<file path="config.mk">
export PLATFORM = sky130hd
export DESIGN_NAME = mem_arbiter
export DESIGN_NICKNAME = d
export VERILOG_FILES = /design/src/rtl/mem_arbiter.sv
export SDC_FILE = /design/constraint.sdc
export NUM_CORES = 1
export LEC_CHECK = 0
export ABC_AREA = 1
export CAP_MARGIN = 20
export CORE_AREA = 2 2 99 101
export CTS_CLUSTER_DIAMETER = 120
export CTS_CLUSTER_SIZE = 12
export DETAILED_ROUTE_END_ITERATION = 16
export DIE_AREA = 0 0 101 103
export PLACE_DENSITY = 0.78
export SETUP_SLACK_MARGIN = 0.02
export SYNTH_ARGS = -nofsm -noshare
export SYNTH_HDL_FRONTEND = slang
export SYNTH_SLANG_ARGS = --single-unit
</file>
<file path="constraint.sdc">
create_clock -name clk -period 1.9 [get_ports clk]
set_input_delay 0.475 -clock clk [delete_from_list [all_inputs] [get_ports clk]]
set_output_delay 0.475 -clock clk [all_outputs]
set_load 0.01 [all_outputs]
</file>
<file path="src/rtl/mem_arbiter.sv">
// rtl/mem_arbiter.sv - serializes LC-3b fetch and data requests onto one memory port.
// Optional MEM_ARB_JOINT_RESP_EN releases both resps of a round together in RESP.
module mem_arbiter (
   input  logic        clk,
   input  logic        rst,
   input  logic        inst_read,
   input  logic [15:0] inst_addr,
   output logic        inst_resp,
   output logic [15:0] inst_rdata,
   input  logic        mem_read,
   input  logic        mem_write,
   input  logic [1:0]  mem_byte_enable,
   input  logic [15:0] mem_addr,
   input  logic [15:0] mem_wdata,
   output logic        mem_resp,
   output logic [15:0] mem_rdata,
   output logic        pmem_read,
   output logic        pmem_write,
   output logic [15:0] pmem_address,
   output logic [15:0] pmem_wdata,
   output logic [1:0]  pmem_byte_enable,
   input  logic        pmem_resp,
   input  logic [15:0] pmem_rdata
);

   typedef enum logic [1:0] {IDLE, SERVE_D, SERVE_I, RESP} state_t;

   state_t      state;
   logic        want_d;
   logic        want_i;
   logic [15:0] i_addr_q;
`ifdef MEM_ARB_JOINT_RESP_EN
   logic        d_done;
`endif

   assign want_d = mem_read | mem_write;

   always_ff @(posedge clk) begin
      if (rst) begin
         state            <= IDLE;
         want_i           <= 1'b0;
         i_addr_q         <= 16'h0;
         inst_resp        <= 1'b0;
         inst_rdata       <= 16'h0;
         mem_resp         <= 1'b0;
         mem_rdata        <= 16'h0;
         pmem_read        <= 1'b0;
         pmem_write       <= 1'b0;
         pmem_address     <= 16'h0;
         pmem_wdata       <= 16'h0;
         pmem_byte_enable <= 2'b00;
`ifdef MEM_ARB_JOINT_RESP_EN
         d_done           <= 1'b0;
`endif
      end else begin
         inst_resp <= 1'b0;
         mem_resp  <= 1'b0;
         case (state)
            IDLE: begin
               want_i   <= inst_read;
               i_addr_q <= inst_addr;
               // Data wins: it belongs to the older instruction in the pipeline.
               if (want_d) begin
                  state            <= SERVE_D;
                  pmem_address     <= mem_addr;
                  pmem_wdata       <= mem_wdata;
                  pmem_byte_enable <= mem_byte_enable;
                  pmem_write       <= mem_write;
                  pmem_read        <= ~mem_write;
               end else if (inst_read) begin
                  state            <= SERVE_I;
                  pmem_address     <= inst_addr;
                  pmem_wdata       <= 16'h0;
                  pmem_byte_enable <= 2'b00;
                  pmem_read        <= 1'b1;
               end
            end
            SERVE_D: begin
               if (pmem_resp) begin
                  mem_rdata  <= pmem_write ? 16'h0 : pmem_rdata;
                  pmem_read  <= 1'b0;
                  pmem_write <= 1'b0;
`ifdef MEM_ARB_JOINT_RESP_EN
                  d_done     <= 1'b1;
`endif
                  if (want_i) begin
                     state            <= SERVE_I;
                     pmem_read        <= 1'b1;
                     pmem_address     <= i_addr_q;
                     pmem_wdata       <= 16'h0;
                     pmem_byte_enable <= 2'b00;
`ifndef MEM_ARB_JOINT_RESP_EN
                     mem_resp         <= 1'b1;
`endif
                  end else begin
                     state    <= RESP;
                     mem_resp <= 1'b1;
                  end
               end
            end
            SERVE_I: begin
               if (pmem_resp) begin
                  inst_rdata <= pmem_rdata;
                  pmem_read  <= 1'b0;
                  inst_resp  <= 1'b1;
`ifdef MEM_ARB_JOINT_RESP_EN
                  mem_resp   <= d_done;
`endif
                  state      <= RESP;
               end
            end
            RESP: begin
               want_i <= 1'b0;
`ifdef MEM_ARB_JOINT_RESP_EN
               d_done <= 1'b0;
`endif
               state  <= IDLE;
            end
            default: state <= IDLE;
         endcase
      end
   end

endmodule

</file>
==> summary.md <==
| Metric | Value |
|---|---|
| Synthesis-stage register bit count | `89` |
| Longest Clk Path Bufs | `2` |
| CP Capture Type | `primary output` |
| DR iter-0 viols | `152` |
| Slew Viols, Final | `0` |
| Worst clock skew | `0.0104 ns` |
| Post-CTS Setup Bufs | `0` |
| Synthesized area | `4110 um^2` |
| Layout cell share with drive strength beyond 1 | `5.82%` |
| Final Power | `8.40 mW` |
| Register area share after synthesis | `43.4%` |
| Min cycle time layout | `1.76 ns` |
| MaxCap Viol Count | `0` |
| Post-DP HPWL | `8010 um` |
| H-tree depth | `3` |
| Worst-Margin Slew | `0.477 ns` |
| Outcome | `complete, no violations` |
| WP buf/inv | `1` |
| Met3 routed WL | `854 um` |
| Placer congestion estimate | `0.888` |
| F_max | `0.567 GHz` |
| PD cells | `1410 nW/um^2` |
| Root Buffer | `clkbuf_8` |
| CP max-delay cell | `clkdlybuf4s50_1` |
| Post-Syn Nets | `706` |
| Synth Area per Inst | `6.54 um^2` |
| Crit-path max FO | `3` |
| Vias in the first global route | `3943` |
| CTS clk-pin slew, worst paths | `0.08 ns` |
| Via count | `4141` |
| Register-to-register setup slack | `0.18 ns` |
| Final hold violation count | `0` |
| ANT cells | `0` |
| I/O Buffers | `141` |
| CP startpoint kind | `flop` |
| Initial Utilization | `43.4%` |
| Pleak | `2.79 nW` |
| DR WL met2 | `5190 um` |
| Ratio of final minimum period to clock period | `92.9%` |
| Max transition margin | `68.2%` |
| Final setup violation count | `0` |
| Die Width | `101 um` |
| Placed cells | `871` |
| Vias per inst | `4.67` |
| Row count | `36` |
| Crit-path cells | `clkdlybuf4s50_1` |
| DR top layer | `met4` |
| Post-CTS Hold Fix Bufs | `0` |
| Core Footprint | `9460 um^2` |
| WL per Instance | `12.1 um` |
| Io pins | `142` |
| Remaining antenna violation count | `0` |
| # DRC | `0` |
| Clock buffer count from CTS | `9` |
| Setup TNS | `0 ns` |
| Clock Sinks | `89` |
| First-pass GRT wire length | `17400 um` |
| GR Overflow Total | `0` |
| WP data required | `1.42 ns` |
| Full die area | `10400 um^2` |
| Clk_lat worst skew | `0.35 ns` |
| DIE HEIGHT | `103 um` |
| CP top delay family | `buffers and inverters` |
| Synth Instances | `628` |
| Post-synthesis to final-layout area growth | `44.7%` |
| Yosys warning total | `0` |
| Largest net degree at the start of global routing | `55` |
| Final net count | `846` |
| Non-filler cells in the finished layout | `887` |
| Setup CP Type | `reg2out` |
| CTS tree | `yes` |
| Total track usage | `20.9%` |
| Critical Path AT | `1.29 ns` |
| RSZ-0062 raised after global routing | `false` |
| Yosys cell types | `20` |
| Antenna violations before repair | `0` |
| Largest stage delay, worst path | `0.57 ns` |
| Total wire length | `10700 um` |
| VDD IR max | `0.811 mV` |
| Post-Route M1 WL | `4550 um` |
| Worst Hold Class | `reg2reg` |
| Router iterations before antenna repair | `4` |
==> cell usage in the layout (no fill, tap or decap) <==
| master | n |
|---|---|
| nand2_4 | 2 |
| nand2_1 | 164 |
| clkbuf_8 | 9 |
| nand4_1 | 6 |
| clkinvlp_4 | 3 |
| inv_6 | 1 |
| nand3_4 | 2 |
| dfxtp_1 | 88 |
| nand3_1 | 40 |
| inv_1 | 94 |
| buf_4 | 15 |
| nor2_4 | 1 |
| nand2_2 | 1 |
| nor2_1 | 113 |
| o211a_1 | 1 |
| a21oi_1 | 36 |
| dfxtp_2 | 1 |
| o21ai_0 | 38 |
| clkdlybuf4s50_1 | 141 |
| inv_2 | 2 |
| ha_1 | 6 |
| bufinv_16 | 2 |
| buf_12 | 5 |
| inv_4 | 1 |
| clkbuf_1 | 1 |
==> worst paths after layout <==
kind | to | depth (start not counted) | startpoint
hold reg to reg | mem_rdata[4] | 2 | mem_rdata[4]
setup / recovery | pmem_write | 1 | pmem_write
setup reg to reg | pmem_address[15] | 9 | state[1]
hold / removal | mem_rdata[4] | 2 | mem_rdata[4]
==> kinds of logic after synthesis <==
group | synth area share (%)
and+or+nand+nor | 32.8
DFF | 43.4
adders and majority gates | 1.83
buffers and inverters | 12.7
AOI/OAI and AO/OA | 9.26
==> flip-flops by register name (all words and copies together) (netlist names) <==
register / cells
i_addr_q: 16
inst_rdata: 16
mem_rdata: 16
pmem_address: 16
pmem_wdata: 16
pmem_byte_enable: 2
state: 2
inst_resp: 1
mem_resp: 1
pmem_read: 1
pmem_write: 1
want_i: 1
==> what timing repair did <==
| action | 4_1_cts | 5_1_grt |
|---|---|---|
| endpoints found under the hold margin | 0 | 0 |
| endpoints found under the setup margin | 0 | 34 |
| resized for setup | 0 | 3 |
==> power by group <==
| group | leakage [nW] | switching [mW] | internal, mW |
|---|---|---|---|
| Sequential | 0.733 | 0.301 | 2.44 |
| Clock | 0.0991 | 0.675 | 0.746 |
| Combinational | 1.95 | 2.33 | 1.91 |
==> cell type report <==
cell class	instances	area [um^2]
fill	844	3520
multi-input combinational	410	1810
sequential	89	1780
timing repair buffer	161	1620
inverter	97	367
tap	114	143
clock buffer	10	128
clock inverter	6	91.3
==> layer usage <==
metal | vias to the layer above | track usage (%)
met4 | 0 | 7.07
met5 | - | 0
met2 | 124 | 36.2
li1 | 2177 | -
met1 | 1832 | 24.0
met3 | 8 | 7.46
==> Yosys cell counts (all sizes together) <==
master,n,area [um^2]
nand2,167,639
dfxtp,89,1780
o21ai,38,190
a21oi,36,180
o211a,1,10.0
ha,6,75.1
nand3,42,235
nor2,114,435
buf,14,91.3
clkinv,1,3.75
clkbuf,18,67.6
nand4,6,37.5
inv,96,360
==> through the flow <==
step / utilization [%] / worst slack [ns] / area (um^2) / hold slack, ns
finish: 62.8 / 0.135 / 5940 / 0.473
global placement: 60.4 / 0.0566 / 5720 / 0.452
floorplan: - / 0.393 / 4110 / 0.488
global route: 62.8 / 0.0322 / 5940 / 0.492
detailed placement: 60.4 / 0.00585 / 5720 / 0.459
CTS: 62.7 / 0.0369 / 5930 / 0.476
(Power assumes the default switching activity.)
